<file path="src/rtl/mult_pkg.sv">
// Shared definitions for the sequential Booth multiplier.
//   mult_state_t       : controller state (IDLE, RUN, DONE)
//   MULT_WIDTH_DEFAULT : default operand width
package mult_pkg;

  typedef enum logic [1:0] {
    IDLE = 2'd0,
    RUN  = 2'd1,
    DONE = 2'd2
  } mult_state_t;

  localparam int MULT_WIDTH_DEFAULT = 32;

endpackage

</file>
<file path="src/rtl/booth_step.sv">
// One radix-2 Booth iteration, purely combinational.
// Ports:
//   acc_i, q_i, q1_i : current {acc, q, q_1} state
//   m_i              : extended multiplicand
//   acc_o, q_o, q1_o : state after add/subtract and arithmetic right shift
// N is the extended operand width (WIDTH+1 in the multiplier).
module booth_step #(
  parameter int N = 33
) (
  input  logic signed [N-1:0] acc_i,
  input  logic signed [N-1:0] q_i,
  input  logic                q1_i,
  input  logic signed [N-1:0] m_i,
  output logic signed [N-1:0] acc_o,
  output logic signed [N-1:0] q_o,
  output logic                q1_o
);

  logic signed [N-1:0] sum;

  always_comb begin
    sum = acc_i;
    unique case ({q_i[0], q1_i})
      2'b01:   sum = acc_i + m_i;
      2'b10:   sum = acc_i - m_i;
      default: sum = acc_i;
    endcase
  end

  // Arithmetic shift of the concatenation {sum, q, q_1} right by one.
  assign acc_o = {sum[N-1], sum[N-1:1]};
  assign q_o   = {sum[0], q_i[N-1:1]};
  assign q1_o  = q_i[0];

endmodule

</file>
<file path="src/rtl/seq_booth_multiplier.sv">
// Iterative radix-2 Booth multiplier, one product per WIDTH+2 cycles.
// Ports:
//   clk, rst      : clock, synchronous active-high reset
//   start         : request a multiply (accepted when not busy)
//   is_signed     : 1 = two's-complement operands, 0 = unsigned
//   a, b          : multiplicand / multiplier, sampled on accept
//   busy          : operation in progress, start ignored
//   done          : one-cycle pulse, p valid from this cycle on
//   p             : 2*WIDTH product, held until the next result or reset
// Operands are extended to WIDTH+1 bits so a single signed Booth datapath
// covers both modes; WIDTH+1 steps are therefore needed per product.
module seq_booth_multiplier
  import mult_pkg::*;
#(
  parameter int WIDTH = MULT_WIDTH_DEFAULT
) (
  input  logic                 clk,
  input  logic                 rst,
  input  logic                 start,
  input  logic                 is_signed,
  input  logic [WIDTH-1:0]     a,
  input  logic [WIDTH-1:0]     b,
  output logic                 busy,
  output logic                 done,
  output logic [2*WIDTH-1:0]   p
);

  localparam int EW    = WIDTH + 1;
  localparam int CNT_W = $clog2(WIDTH + 1);

  mult_state_t         state_q, state_d;
  logic [CNT_W-1:0]    cnt_q, cnt_d;
  logic signed [EW-1:0] acc_q, acc_d;
  logic signed [EW-1:0] q_q, q_d;
  logic signed [EW-1:0] m_q, m_d;
  logic                q1_q, q1_d;
  logic [2*WIDTH-1:0]  p_q, p_d;

  logic signed [EW-1:0] a_ext, b_ext;
  logic signed [EW-1:0] acc_nx, q_nx;
  logic                 q1_nx;

  assign a_ext = is_signed ? {a[WIDTH-1], a} : {1'b0, a};
  assign b_ext = is_signed ? {b[WIDTH-1], b} : {1'b0, b};

  booth_step #(.N(EW)) u_step (
    .acc_i (acc_q),
    .q_i   (q_q),
    .q1_i  (q1_q),
    .m_i   (m_q),
    .acc_o (acc_nx),
    .q_o   (q_nx),
    .q1_o  (q1_nx)
  );

  always_comb begin
    state_d = state_q;
    cnt_d   = cnt_q;
    acc_d   = acc_q;
    q_d     = q_q;
    q1_d    = q1_q;
    m_d     = m_q;
    p_d     = p_q;
    unique case (state_q)
      IDLE, DONE: begin
        if (start) begin
          state_d = RUN;
          cnt_d   = CNT_W'(WIDTH);
          acc_d   = '0;
          q_d     = b_ext;
          q1_d    = 1'b0;
          m_d     = a_ext;
        end else begin
          state_d = IDLE;
        end
      end
      RUN: begin
        acc_d = acc_nx;
        q_d   = q_nx;
        q1_d  = q1_nx;
        if (cnt_q == '0) begin
          state_d = DONE;
          // Low 2*WIDTH bits of {acc, q}; the top two acc bits are only
          // sign copies of the (WIDTH+1)-bit operand product.
          p_d     = {acc_nx[WIDTH-2:0], q_nx};
        end else begin
          cnt_d = cnt_q - CNT_W'(1);
        end
      end
      default: state_d = IDLE;
    endcase
  end

  always_ff @(posedge clk) begin
    if (rst) begin
      state_q <= IDLE;
      cnt_q   <= '0;
      acc_q   <= '0;
      q_q     <= '0;
      q1_q    <= 1'b0;
      m_q     <= '0;
      p_q     <= '0;
    end else begin
      state_q <= state_d;
      cnt_q   <= cnt_d;
      acc_q   <= acc_d;
      q_q     <= q_d;
      q1_q    <= q1_d;
      m_q     <= m_d;
      p_q     <= p_d;
    end
  end

  assign busy = (state_q == RUN);
  assign done = (state_q == DONE);
  assign p    = p_q;

endmodule

</file>
<file path="config.mk">
export PLATFORM = sky130hd
export DESIGN_NAME = seq_booth_multiplier
export DESIGN_NICKNAME = d
export VERILOG_FILES = /design/src/rtl/mult_pkg.sv /design/src/rtl/booth_step.sv /design/src/rtl/seq_booth_multiplier.sv
export SDC_FILE = /design/constraint.sdc
export NUM_CORES = 1
export LEC_CHECK = 0
export ABC_AREA = 0
export BUFFER_PORTS_ARGS = -buffer_cell sky130_fd_sc_hd__clkbuf_2
export CAP_MARGIN = 0
export CORE_ASPECT_RATIO = 0.5
export CORE_MARGIN = 3
export CORE_UTILIZATION = 55
export DETAILED_ROUTE_END_ITERATION = 8
export PLACE_DENSITY_LB_ADDON = 0.08
export SLEW_MARGIN = 20
export SYNTH_ARGS = -nofsm -noshare
export SYNTH_HDL_FRONTEND = slang
export SYNTH_SLANG_ARGS = --single-unit
</file>
<file path="constraint.sdc">
create_clock -name clk -period 5.49 [get_ports clk]
set_input_delay 0.2745 -clock clk [delete_from_list [all_inputs] [get_ports clk]]
set_output_delay 0.2745 -clock clk [all_outputs]
set_load 0.02 [all_outputs]
</file>
==> summary.md, run 1 <==
| Metric | Value |
|---|---|
| Outcome | complete, no violations |
| Clk root buf | clkbuf_16 |
| Post-synthesis register bit count | approximately 170 |
| Crit path max-delay family | simple AND/OR/NAND/NOR gates |
| Max capacitance violation total | 0 |
| TritonCTS clock tree | done |
| Largest net degree at the start of global routing | 93 |
| Initial antenna violation count | 0 |
| Post-synth EDFFs | 0 |
| Row count | 32 |
| Routed wire length | about 24000 µm |
| Avg Cell Area, Syn | 7.627 µm² |
| CP max-delay cell | or4_4 |
| Gr usage total | roughly a quarter |
| Vias in the first global route | 8165 |
| Final period utilization | roughly 87% |
| Largest area contributor in the netlist | dfxtp_1 |
| Non-filler cells, final | 1508 |
| RSZ-0062 raised after global routing | no |
| Worst setup EP type | register |
| Congestion Overflow GR | 0 |
| Cell Pwr Density | 357.0 mW/mm² |
| First-pass GRT wire length | 39390 µm |
| Worst path buffer plus inverter count | 0 |
| Diodes inserted | 0 |
| Final Hold Fails | 0 |
| Mapped Area | between 0.009 and 0.01 mm² |
| Logic gate share of total power | 29.1% |
| Critical path required time | 5.85 ns |
| Clock share of power | 32.5% |
| Slew headroom | roughly 37% |
| Register share of total power | 38.4% |
| Register area share after synthesis | between 30% and 40% |
| Critical path peak fanout | 7 |
| Layout cells sized above 1 | between 10% and 20% |
| Async S/R FF share, synth | 0% |
| Area share of the largest cell type after synthesis | between 30% and 40% |
| Clock transition at path regs | ~0.07 ns |
| Cells after DPL | roughly 1500 |
| Crit-path cells | or4_4, nor4_1, nor3b_2, a21oi_1, xnor2_1, ha_1, a21oi_1, o211ai_1, and4_4, or4_4, and3_1, or2_1, a311o_1, o211ai_1 |
| Bufs on Longest Clock Path | 2 |
| First-pass detailed-route iteration total | 5 |
| Leakage Power | roughly 4.1 nW |
| IO Pins | roughly 130 |
| TNS Setup | 0 ns |
| Remaining DRCs | 0 |
| Top cells by count, synth | nand2_1 (232), a21oi_1 (180), dfxtp_1 (171) |
| Die Span Y | between 90 and 100 µm |
| # Post-CTS Setup Buffers | 0 |
| Worst setup SP type | register |
| Initial Utilization | 57.44% |
| Sw Ratio | 36.08% |
| Min-Delay Path Class | in2reg |
| Yosys warning total | 0 |
| Data arrival time of the critical path | between 5 and 6 ns |
| Top-count cell post-synth | nand2_1 |
| Worst ir drop on vdd | between 0.2 and 0.25 mV |
| DR vias | ~9000 |
| Count of different cell masters after synthesis | 63 |
| Die X | approximately 190 µm |
| Post-DRT Antenna Nets | 0 |
| WL/cell | between 15 and 20 µm |
| Post-CTS Resized | 0 |
| Total CTS buffers | 17 |
| Worst-margin pin slew | 0.9505 ns |
| Fmax | 0.2092 GHz |
| Post-Syn Nets | approximately 1300 |
| Fill cells | roughly 1400 |
| Core area | between 0.015 and 0.02 mm² |
| Setup Skew | roughly 0.0092 ns |
| # clock sinks | 171 |
| Setup Viol. Count Final | 0 |
| Post-Syn Instances | 1188 |
| P_sw | between 0.001 and 0.0015 W |
| Final Max Slew Viols | 0 |
| Routability cong. | approximately 1.0 |
| Top cells by area, synth | dfxtp_1 (38%), a21oi_1 (9.9%), nand2_1 (9.6%) |
| DP Wirelength | approximately 17000 µm |
| DP Worst Slack | between 0.8 and 0.9 ns |
| Hold_buf cts | 0 |
| Most used DFF post-synth | dfxtp_1 |
| Htree depth | 4 |
| Die area | around 0.018 mm² |
| Via/cell ratio | between 5 and 6 |
| Clk Latency, worst-skew pair | roughly 0.44 ns |
| Overall power | approximately 0.0037 W |
| Setup slack after layout | roughly 0.7 ns |
| Syn-to-layout area delta | 14.84% |
| I/O Buffers | ~130 |
| Worst path max stage delay | roughly 0.57 ns |
| Initial DRC count | just under 700 |
| Final net count | around 1400 |
| Kind of critical path | reg2reg |
| Min cycle time layout | around 4.8 ns |
| Pint | around 0.0024 W |
## area by class of cell
class                           instances  area (µm²)  area share [%]
Multi-Input combinational cell        909        5238           50.33
Sequential cell                       171        3423           32.90
Timing Repair Buffer                  146       782.0           7.515
Clock buffer                           18       429.2           4.124
Tap cell                              221       276.5           2.657
Clock inverter                         14       148.9           1.431
Inverter                               29       108.9           1.046
## placed cells by master (no fill, tap or decap), types with 3 or more instances in the layout
cell	n
a21o_1	15
nand2_1	232
a211oi_1	12
a21oi_1	180
a311oi_1	13
a22oi_1	44
nor2_1	89
inv_8	5
dfxtp_1	171
xor2_1	15
o211ai_1	12
buf_4	12
nand2b_1	13
clkbuf_16	17
nor3_1	35
inv_1	27
xnor2_1	42
o31ai_1	8
ha_1	36
nand4_1	9
a2bb2oi_1	6
o21ai_0	34
o211a_1	3
o21bai_1	5
or3_1	10
nor2b_1	4
o21a_1	3
nor4_1	5
and3_1	3
clkbuf_2	132
clkinvlp_4	3
a31oi_1	10
nand3_1	28
inv_6	4
nand3b_1	4
## flip-flops by register name (all words and copies together), names as in the netlist
signal,flops
cnt_q,6
m_q,33
p,64
state_q,2
q1_q,1
acc_q,32
q_q,33
## layer usage
metal  up-vias  routed length, µm  GRT usage (%)
li1       4358                  -              -
met1      4096              11030          35.01
met2       338              10780          41.90
met3        54               1741          5.431
met4         0                571          8.353
met5         -                  0              0
## path summary, 6_finish.rpt
path / startpoint / endpoint / slack (ns) / cells after the start
max: m_q[2]$_SDFFE_PP0P_ / acc_q[31]$_SDFFE_PP0P_ / 0.71 / 14
min: a[27] / m_q[27]$_SDFFE_PP0P_ / 0.05 / 3
max reg2reg: m_q[2]$_SDFFE_PP0P_ / acc_q[31]$_SDFFE_PP0P_ / 0.71 / 14
min reg2reg: p[4]$_SDFFE_PP0P_ / p[4]$_SDFFE_PP0P_ / 0.45 / 2
## power by group through the flow
stage / Combinational, W / Clock [W] / Sequential, W
after global routing: 0.00120 / 0.00128 / 0.00144
after global placement: 0.00103 / 0 / 0.00145
after CTS: 0.00107 / 0.00122 / 0.00143
after floorplan: 0.000752 / 0 / 0.00149
after detailed placement: 0.00105 / 0 / 0.00146
final: 0.00108 / 0.00121 / 0.00143
## worst reg2reg max path: stages, from the launching register on
cell	delay, ns
dfxtp_1	0.36
or4_4	0.57
nor4_1	0.55
nor3b_2	0.54
a21oi_1	0.15
xnor2_1	0.17
ha_1	0.36
a21oi_1	0.25
o211ai_1	0.13
and4_4	0.21
or4_4	0.57
and3_1	0.19
or2_1	0.25
a311o_1	0.35
o211ai_1	0.09
## cell families (layout without fill, tap and decap cells)
logic type      Yosys count  after routing  share of synthesized area [%]
compound gates          363            363                          24.57
fa+ha+maj                37             37                          5.192
flops                   171            171                          37.78
mux                       3              3                         0.3452
xor+xnor                 57             57                          5.510
simple gates            449            449                          21.94
buf+inv                 108            207                          4.667
## through the flow
step / util [%] / hold WS, ns / instance area [µm²]
floorplan: - / 0.4105 / 9061
global placement: 62.10 / 0.4403 / 9797
detailed placement: 62.10 / 0.4462 / 9797
CTS: 65.77 / 0.04342 / 10380
global route: 65.97 / 0.04825 / 10410
finish: 65.97 / 0.05331 / 10410
(Power assumes the default switching activity.)
==> run 2: changes to the inputs <==
--- a/config.mk
+++ b/config.mk
@@ -13,6 +13,7 @@
 export CORE_UTILIZATION = 55
 export DETAILED_ROUTE_END_ITERATION = 8
 export PLACE_DENSITY_LB_ADDON = 0.08
+export RECOVER_POWER = 25
 export SLEW_MARGIN = 20
 export SYNTH_ARGS = -nofsm -noshare
 export SYNTH_HDL_FRONTEND = slang
==> constraint.sdc (replaced) <==
create_clock -name clk -period 4.7 [get_ports clk]
set_input_delay 0.235 -clock clk [delete_from_list [all_inputs] [get_ports clk]]
set_output_delay 0.235 -clock clk [all_outputs]
set_load 0.02 [all_outputs]
==> summary.md, run 2 (synthesis results as in run 1) <==
| Metric | Value |
|---|---|
| Slew headroom | 30.25% (was 36.63%) |
| DP Worst Slack | 0.3254 ns (was 0.8482 ns) |
| WL/cell | 16.58 µm (was 15.99 µm) |
| Syn-to-layout area delta | 14.65% (was 14.84%) |
| Hold_buf cts | 0 (unchanged) |
| Remaining DRCs | 0 (unchanged) |
| Htree depth | 4 (unchanged) |
| DR vias | 8801 (was 8846) |
| Reg2reg path depth | 16 (was 14) |
| Setup Skew | 0.01269 ns (was 0.009185 ns) |
| Via/cell ratio | 5.802 (was 5.866) |
| Row count | 32 (unchanged) |
| Non-filler cells, final | 1517 (was 1508) |
| Initial DRC count | 618 (was 683) |
| Setup Viol. Count Final | 0 (unchanged) |
| Flop2flop setup slack | 0.26 ns (was 0.71 ns) |
| Worst path buffer plus inverter count | 2 (was 0) |
| Final period utilization | 94.45% (was 87.08%) |
| IO Pins | 134 (unchanged) |
| Worst path max stage delay | 0.57 ns (about the same) |
| Leakage Power | 3.971 nW (was 4.132 nW) |
| Setup slack after layout | 0.2610 ns (was 0.7093 ns) |
| Max capacitance violation total | 0 (unchanged) |
| Cell Pwr Density | 414.9 mW/mm² (was 357.0 mW/mm²) |
| Vias in the first global route | 8284 (was 8165) |
| CP max-delay cell | or4_4 (unchanged) |
| Clk root buf | clkbuf_16 (unchanged) |
| Fmax | 0.2253 GHz (was 0.2092 GHz) |
| Routed wire length | 25150 µm (was 24120 µm) |
| Hold path start | a[13] (was a[27]) |
| Crit path max-delay family | simple AND/OR/NAND/NOR gates (unchanged) |
| Final net count | 1389 (was 1379) |
| Worst ir drop on vdd | 0.2772 mV (was 0.2354 mV) |
| Kind of critical path | reg2reg (unchanged) |
| Final Max Slew Viols | 0 (unchanged) |
| RSZ-0062 raised after global routing | no (unchanged) |
| Worst r2r dst | acc_q[31]$_SDFFE_PP0P_ (unchanged) |
| Critical path required time | 5.06 ns (was 5.85 ns) |
| Diodes inserted | 0 (unchanged) |
| Die X | 187.5 µm (unchanged) |
| Clk Latency, worst-skew pair | 0.43 ns (was 0.44 ns) |
| DP Wirelength | 18060 µm (was 16600 µm) |
| Worst-margin pin slew | 1.046 ns (was 0.9505 ns) |
| Core area | 0.01578 mm² (unchanged) |
| Crit-path cells | or4_4, nor4_1, buf_4, nor3b_2, buf_4, a21oi_1, xnor2_1, ha_1, and2_1, nand2b_1, and4_4, or4_4, and3_1, or2_1, a311o_1, o211ai_1 (was or4_4, nor4_1, nor3b_2, a21oi_1, xnor2_1, ha_1, a21oi_1, o211ai_1, and4_4, or4_4, and3_1, or2_1, a311o_1, o211ai_1) |
| Gr usage total | 27.25% (was 25.99%) |
| TritonCTS clock tree | done (unchanged) |
| Min cycle time layout | 4.439 ns (was 4.781 ns) |
| Hold Crit Depth | 3 (unchanged) |
| Layout cells sized above 1 | 11.03% (was 14.92%) |
| Final Hold Fails | 0 (unchanged) |
| Max FFs per register | 64 (unchanged) |
| Initial antenna violation count | 0 (unchanged) |
| Fin Hold WS | 0.01119 ns (was 0.05331 ns) |
| TNS Setup | 0 ns (unchanged) |
| First-pass GRT wire length | 40890 µm (was 39390 µm) |
| # clock sinks | 171 (unchanged) |
| Bufs on Longest Clock Path | 2 (unchanged) |
| Outcome | complete, no violations (unchanged) |
| Overall power | 0.004311 W (was 0.003715 W) |
| Worst setup EP type | register (unchanged) |
| Die Span Y | 96.76 µm (unchanged) |
| Cells after DPL | 1485 (was 1474) |
| Post-DRT Antenna Nets | 0 (unchanged) |
| Most common cell after layout, fill and taps aside | nand2_1 (unchanged) |
| Total CTS buffers | 17 (unchanged) |
| First-pass detailed-route iteration total | 7 (was 5) |
| Min-Delay Path Class | in2reg (unchanged) |
| Routability cong. | 0.9525 (was 0.9980) |
| WHS Endpoint | m_q[13]$_SDFFE_PP0P_ (was m_q[27]$_SDFFE_PP0P_) |
| Congestion Overflow GR | 0 (unchanged) |
| RR Startpoint | m_q[2]$_SDFFE_PP0P_ (unchanged) |
| Most frequent cells in the layout | nand2_1 (232), a21oi_1 (180), dfxtp_1 (171) (unchanged) |
| Critical path peak fanout | 7 (unchanged) |
| Data arrival time of the critical path | 4.79 ns (was 5.14 ns) |
| Largest net degree at the start of global routing | 79 (was 93) |
| Worst setup SP type | register (unchanged) |
| Initial Utilization | 57.44% (unchanged) |
| Die area | 0.01814 mm² (unchanged) |
| Clock transition at path regs | 0.07 ns (about the same) |
| I/O Buffers | 133 (unchanged) |
## run 2: timing repair
| action | CTS | global route |
|---|---|---|
| setup buffers | 0 | 1 |
| endpoints found under the setup margin | 0 | 4 |
| resized for setup | 0 | 1 |
## run 2: how the worst max path moves through the flow
stage                         from                     end  slack (ns)  cells past startpoint
6_report       m_q[2]$_SDFFE_PP0P_  acc_q[31]$_SDFFE_PP0P_        0.26                     16
5_1_grt        m_q[2]$_SDFFE_PP0P_      p[63]$_SDFFE_PP0P_        0.05                     16
4_1_cts        m_q[2]$_SDFFE_PP0P_  acc_q[31]$_SDFFE_PP0P_        0.27                     16
3_5_place_dp   m_q[2]$_SDFFE_PP0P_      p[63]$_SDFFE_PP0P_        0.33                     15
3_3_place_gp   m_q[2]$_SDFFE_PP0P_  acc_q[31]$_SDFFE_PP0P_        0.40                     16
2_1_floorplan  m_q[2]$_SDFFE_PP0P_  acc_q[31]$_SDFFE_PP0P_        0.55                     15
## run 2: metal layers
layer,track usage [%],wire (µm),vias to the layer above
met2,45.90,11720,264
met5,0,0,-
li1,-,-,4379
met4,6.394,225,0
met1,36.41,11600,4139
met3,5.105,1600,19
## run 2: worst min-delay path, stage by stage
cell      delay (ns)
clkbuf_2        0.08
nand2_1         0.04
a21oi_1         0.05
## run 2: where the power goes
part / internal (W) / switching [W]
registers: 0.00157 / 0.0000969
clock network: 0.000697 / 0.000671
logic: 0.000451 / 0.000823
## run 2: cell type report
type,instances,area (µm²)
clock buffers,17,425.4
clock inverters,14,128.9
fillers,1467,5386
inverters,29,108.9
multi-input cells,909,5246
flip-flops and latches,171,3423
well taps,221,276.5
repair buffers,156,779.5
## run 2: per-stage QoR
step | utilization (%) | instance area, µm²
after floorplan | - | 9061
after detailed placement | 62.63 | 9879
after global placement | 62.63 | 9879
after CTS | 66.14 | 10430
after global routing | 65.85 | 10390
final | 65.85 | 10390
==> run 3: changes to the inputs <==
--- a/config.mk
+++ b/config.mk
@@ -10,7 +10,7 @@
 export CAP_MARGIN = 0
 export CORE_ASPECT_RATIO = 0.5
 export CORE_MARGIN = 3
-export CORE_UTILIZATION = 55
+export CORE_UTILIZATION = 30
 export DETAILED_ROUTE_END_ITERATION = 8
 export PLACE_DENSITY_LB_ADDON = 0.08
 export RECOVER_POWER = 25
==> summary.md, run 3 (synthesis results as in run 1) <==
| Metric | Value |
|---|---|
| Outcome | complete, no violations (unchanged) |
| Data arrival time of the critical path | 4.77 ns (was 4.79 ns) |
| Clk Latency, worst-skew pair | 0.45 ns (was 0.43 ns) |
| DR vias | 8706 (was 8801) |
| Flop2flop setup slack | 0.30 ns (was 0.26 ns) |
| Fmax | 0.2270 GHz (was 0.2253 GHz) |
| Overall power | 0.004388 W (was 0.004311 W) |
| Worst setup EP type | register (unchanged) |
| Non-filler cells, final | 1719 (was 1517) |
| Crit path max-delay family | simple AND/OR/NAND/NOR gates (unchanged) |
| Clk root buf | clkbuf_16 (unchanged) |
| Die X | 251.8 µm (was 187.5 µm) |
| WL/cell | 16.87 µm (was 16.58 µm) |
| Most common cell after layout, fill and taps aside | nand2_1 (unchanged) |
| First-pass GRT wire length | 45350 µm (was 40890 µm) |
| Kind of critical path | reg2reg (unchanged) |
| Vias in the first global route | 8168 (was 8284) |
| Final period utilization | 93.71% (was 94.45%) |
| Hold path start | a[0] (was a[13]) |
| Initial Utilization | 30.88% (was 57.44%) |
| Sw Ratio | 37.45% (was 36.92%) |
| Total CTS buffers | 17 (unchanged) |
| Core area | 0.02934 mm² (was 0.01578 mm²) |
| Fill cells | 3186 (was 1467) |
| Min cycle time layout | 4.404 ns (was 4.439 ns) |
| Fin area | 0.01096 mm² (was 0.01039 mm²) |
| Htree depth | 4 (unchanged) |
| Setup Viol. Count Final | 0 (unchanged) |
| Via/cell ratio | 5.065 (was 5.802) |
| Die Span Y | 128.9 µm (was 96.76 µm) |
| Min-Delay Path Class | in2reg (unchanged) |
| Cells after DPL | 1655 (was 1485) |
| Critical path required time | 5.06 ns (about the same) |
| I/O Buffers | 133 (unchanged) |
| DP Wirelength | 20500 µm (was 18060 µm) |
| Final Max Slew Viols | 0 (unchanged) |
| Final Hold Fails | 0 (unchanged) |
| Routed wire length | 29000 µm (was 25150 µm) |
| Routability cong. | 0.8696 (was 0.9525) |
| Worst path max stage delay | 0.56 ns (was 0.57 ns) |
| Initial DRC count | 392 (was 618) |
| Layout cells sized above 1 | 11.07% (was 11.03%) |
| RR Startpoint | m_q[2]$_SDFFE_PP0P_ (unchanged) |
| Most frequent cells in the layout | nand2_1 (232), a21oi_1 (179), dfxtp_1 (171) (was nand2_1 (232), a21oi_1 (180), dfxtp_1 (171)) |
| First-pass detailed-route iteration total | 5 (was 7) |
| Final net count | 1420 (was 1389) |
| Cell Pwr Density | 400.3 mW/mm² (was 414.9 mW/mm²) |
| Leakage Power | 4.122 nW (was 3.971 nW) |
| Congestion Overflow GR | 0 (unchanged) |
| Worst r2r dst | p[63]$_SDFFE_PP0P_ (was acc_q[31]$_SDFFE_PP0P_) |
| P_sw | 0.001643 W (was 0.001592 W) |
| Reg2reg path depth | 15 (was 16) |
| Gr usage total | 17.81% (was 27.25%) |
| IO Pins | 134 (unchanged) |
| Crit-path cells | or4_4, nor3b_2, nor3b_4, buf_4, nor2_1, xnor2_1, ha_1, nand4_1, or3_1, a211oi_1, or4b_1, nand2_1, o211a_1, xor2_1, a311oi_1 (was or4_4, nor4_1, buf_4, nor3b_2, buf_4, a21oi_1, xnor2_1, ha_1, and2_1, nand2b_1, and4_4, or4_4, and3_1, or2_1, a311o_1, o211ai_1) |
| Clock transition at path regs | 0.07 ns (about the same) |
| Max FFs per register | 64 (unchanged) |
| Logic gate share of total power | 30.2% (was 29.6%) |
| Remaining DRCs | 0 (unchanged) |
| Setup Skew | 0.008458 ns (was 0.01269 ns) |
| Setup slack after layout | 0.2955 ns (was 0.2610 ns) |
| TritonCTS clock tree | done (unchanged) |
| Clock share of power | 31.8% (was 31.7%) |
| DP Worst Slack | 0.1102 ns (was 0.3254 ns) |
| Max capacitance violation total | 0 (unchanged) |
| WHS Endpoint | m_q[0]$_SDFFE_PP0P_ (was m_q[13]$_SDFFE_PP0P_) |
| Critical path peak fanout | 9 (was 7) |
| CP max-delay cell | or4_4 (unchanged) |
| Syn-to-layout area delta | 20.96% (was 14.65%) |
| Post-DRT Antenna Nets | 0 (unchanged) |
| Worst-margin pin slew | 1.094 ns (was 1.046 ns) |
| # clock sinks | 171 (unchanged) |
| Die area | 0.03245 mm² (was 0.01814 mm²) |
| Bufs on Longest Clock Path | 2 (unchanged) |
| Largest net degree at the start of global routing | 67 (was 79) |
| Register share of total power | 38.0% (was 38.7%) |
| Worst setup SP type | register (unchanged) |
| Initial antenna violation count | 0 (unchanged) |
| Diodes inserted | 0 (unchanged) |
| Pint | 0.002745 W (was 0.002719 W) |
| Worst ir drop on vdd | 0.2348 mV (was 0.2772 mV) |
| Row count | 44 (was 32) |
| Area after DPL | 0.01014 mm² (was 0.009879 mm²) |
| Worst path buffer plus inverter count | 1 (was 2) |
| Slew headroom | 27.10% (was 30.25%) |
| Hold Crit Depth | 3 (unchanged) |
==> run 3: cell count changes in the layout (fill, tap and decap cells not counted) <==
| cell | change |
|---|---|
| clkinv_4 | +1 |
| clkinv_2 | +1 |
| clkinvlp_4 | -1 |
| nor4_2 | +1 |
| nor4_1 | -1 |
| inv_8 | -1 |
| a21oi_2 | +1 |
| dlygate4sd3_1 | +30 |
| buf_12 | +3 |
| inv_6 | +1 |
| buf_4 | -2 |
| a21oi_1 | -1 |
==> run 3: worst max path at each step <==
stage / cells after the start / slack [ns] / endpoint / from
floorplan: 15 / 0.55 / acc_q[31]$_SDFFE_PP0P_ / m_q[2]$_SDFFE_PP0P_
global placement: 16 / 0.11 / acc_q[31]$_SDFFE_PP0P_ / m_q[2]$_SDFFE_PP0P_
detailed placement: 16 / 0.11 / acc_q[31]$_SDFFE_PP0P_ / m_q[2]$_SDFFE_PP0P_
CTS: 16 / 0.08 / acc_q[31]$_SDFFE_PP0P_ / m_q[2]$_SDFFE_PP0P_
global route: 16 / -0.006 / acc_q[30]$_SDFFE_PP0P_ / m_q[2]$_SDFFE_PP0P_
finish: 15 / 0.30 / p[63]$_SDFFE_PP0P_ / m_q[2]$_SDFFE_PP0P_
==> run 3: worst reg2reg max path, cell delays in order, from the launching register on <==
cell,delay (ns)
dfxtp_1,0.37
or4_4,0.56
nor3b_2,0.32
nor3b_4,0.23
buf_4,0.18
nor2_1,0.06
xnor2_1,0.13
ha_1,0.45
nand4_1,0.23
or3_1,0.42
a211oi_1,0.36
or4b_1,0.20
nand2_1,0.13
o211a_1,0.28
xor2_1,0.14
a311oi_1,0.25
==> run 3: stage by stage <==
| step | hold slack [ns] | util [%] | setup TNS, ns |
|---|---|---|---|
| finish | 0.02774 | 37.35 | 0 |
| global route | 0.05143 | 37.35 | -0.006039 |
| CTS | 0.008324 | 37.49 | 0 |
| detailed placement | 0.4469 | 34.56 | 0 |
| global placement | 0.4434 | 34.56 | 0 |
| floorplan | 0.3710 | - | 0 |
==> run 3: what timing repair did <==
| item | CTS | global route |
|---|---|---|
| hold buffers | 30 | 0 |
| setup buffers | 0 | 2 |
| setup endpoints to repair | 0 | 9 |
| gates resized for setup | 0 | 3 |
| endpoints found under the hold margin | 30 | 0 |
==> run 3: routing by layer <==
layer	part of all wire (%)	wire length, µm	GRT usage, %	vias up
li1	-	-	-	4438
met1	50	14520	24.09	4138
met2	46	13430	29.52	114
met3	2.8	807	3.312	16
met4	0.86	250	4.536	0
met5	0	0	0	-
==> run 3: cell type report <==
cell class	instances	area (µm²)	area share, %
multi-input cells	909	5256	47.96
well taps	391	489.2	4.463
flip-flops and latches	171	3423	31.23
clock inverters	15	132.6	1.210
inverters	29	108.9	0.9931
clock buffers	17	425.4	3.881
repair buffers	187	1125	10.26
==> run 3: power by group through the flow <==
stage | clock network [W] | logic [W] | registers (W)
after floorplan | 0 | 0.000879 | 0.00174
after global placement | 0 | 0.00132 | 0.00170
after detailed placement | 0 | 0.00132 | 0.00170
after CTS | 0.00145 | 0.00135 | 0.00167
after global routing | 0.00149 | 0.00147 | 0.00168
final | 0.00139 | 0.00132 | 0.00167
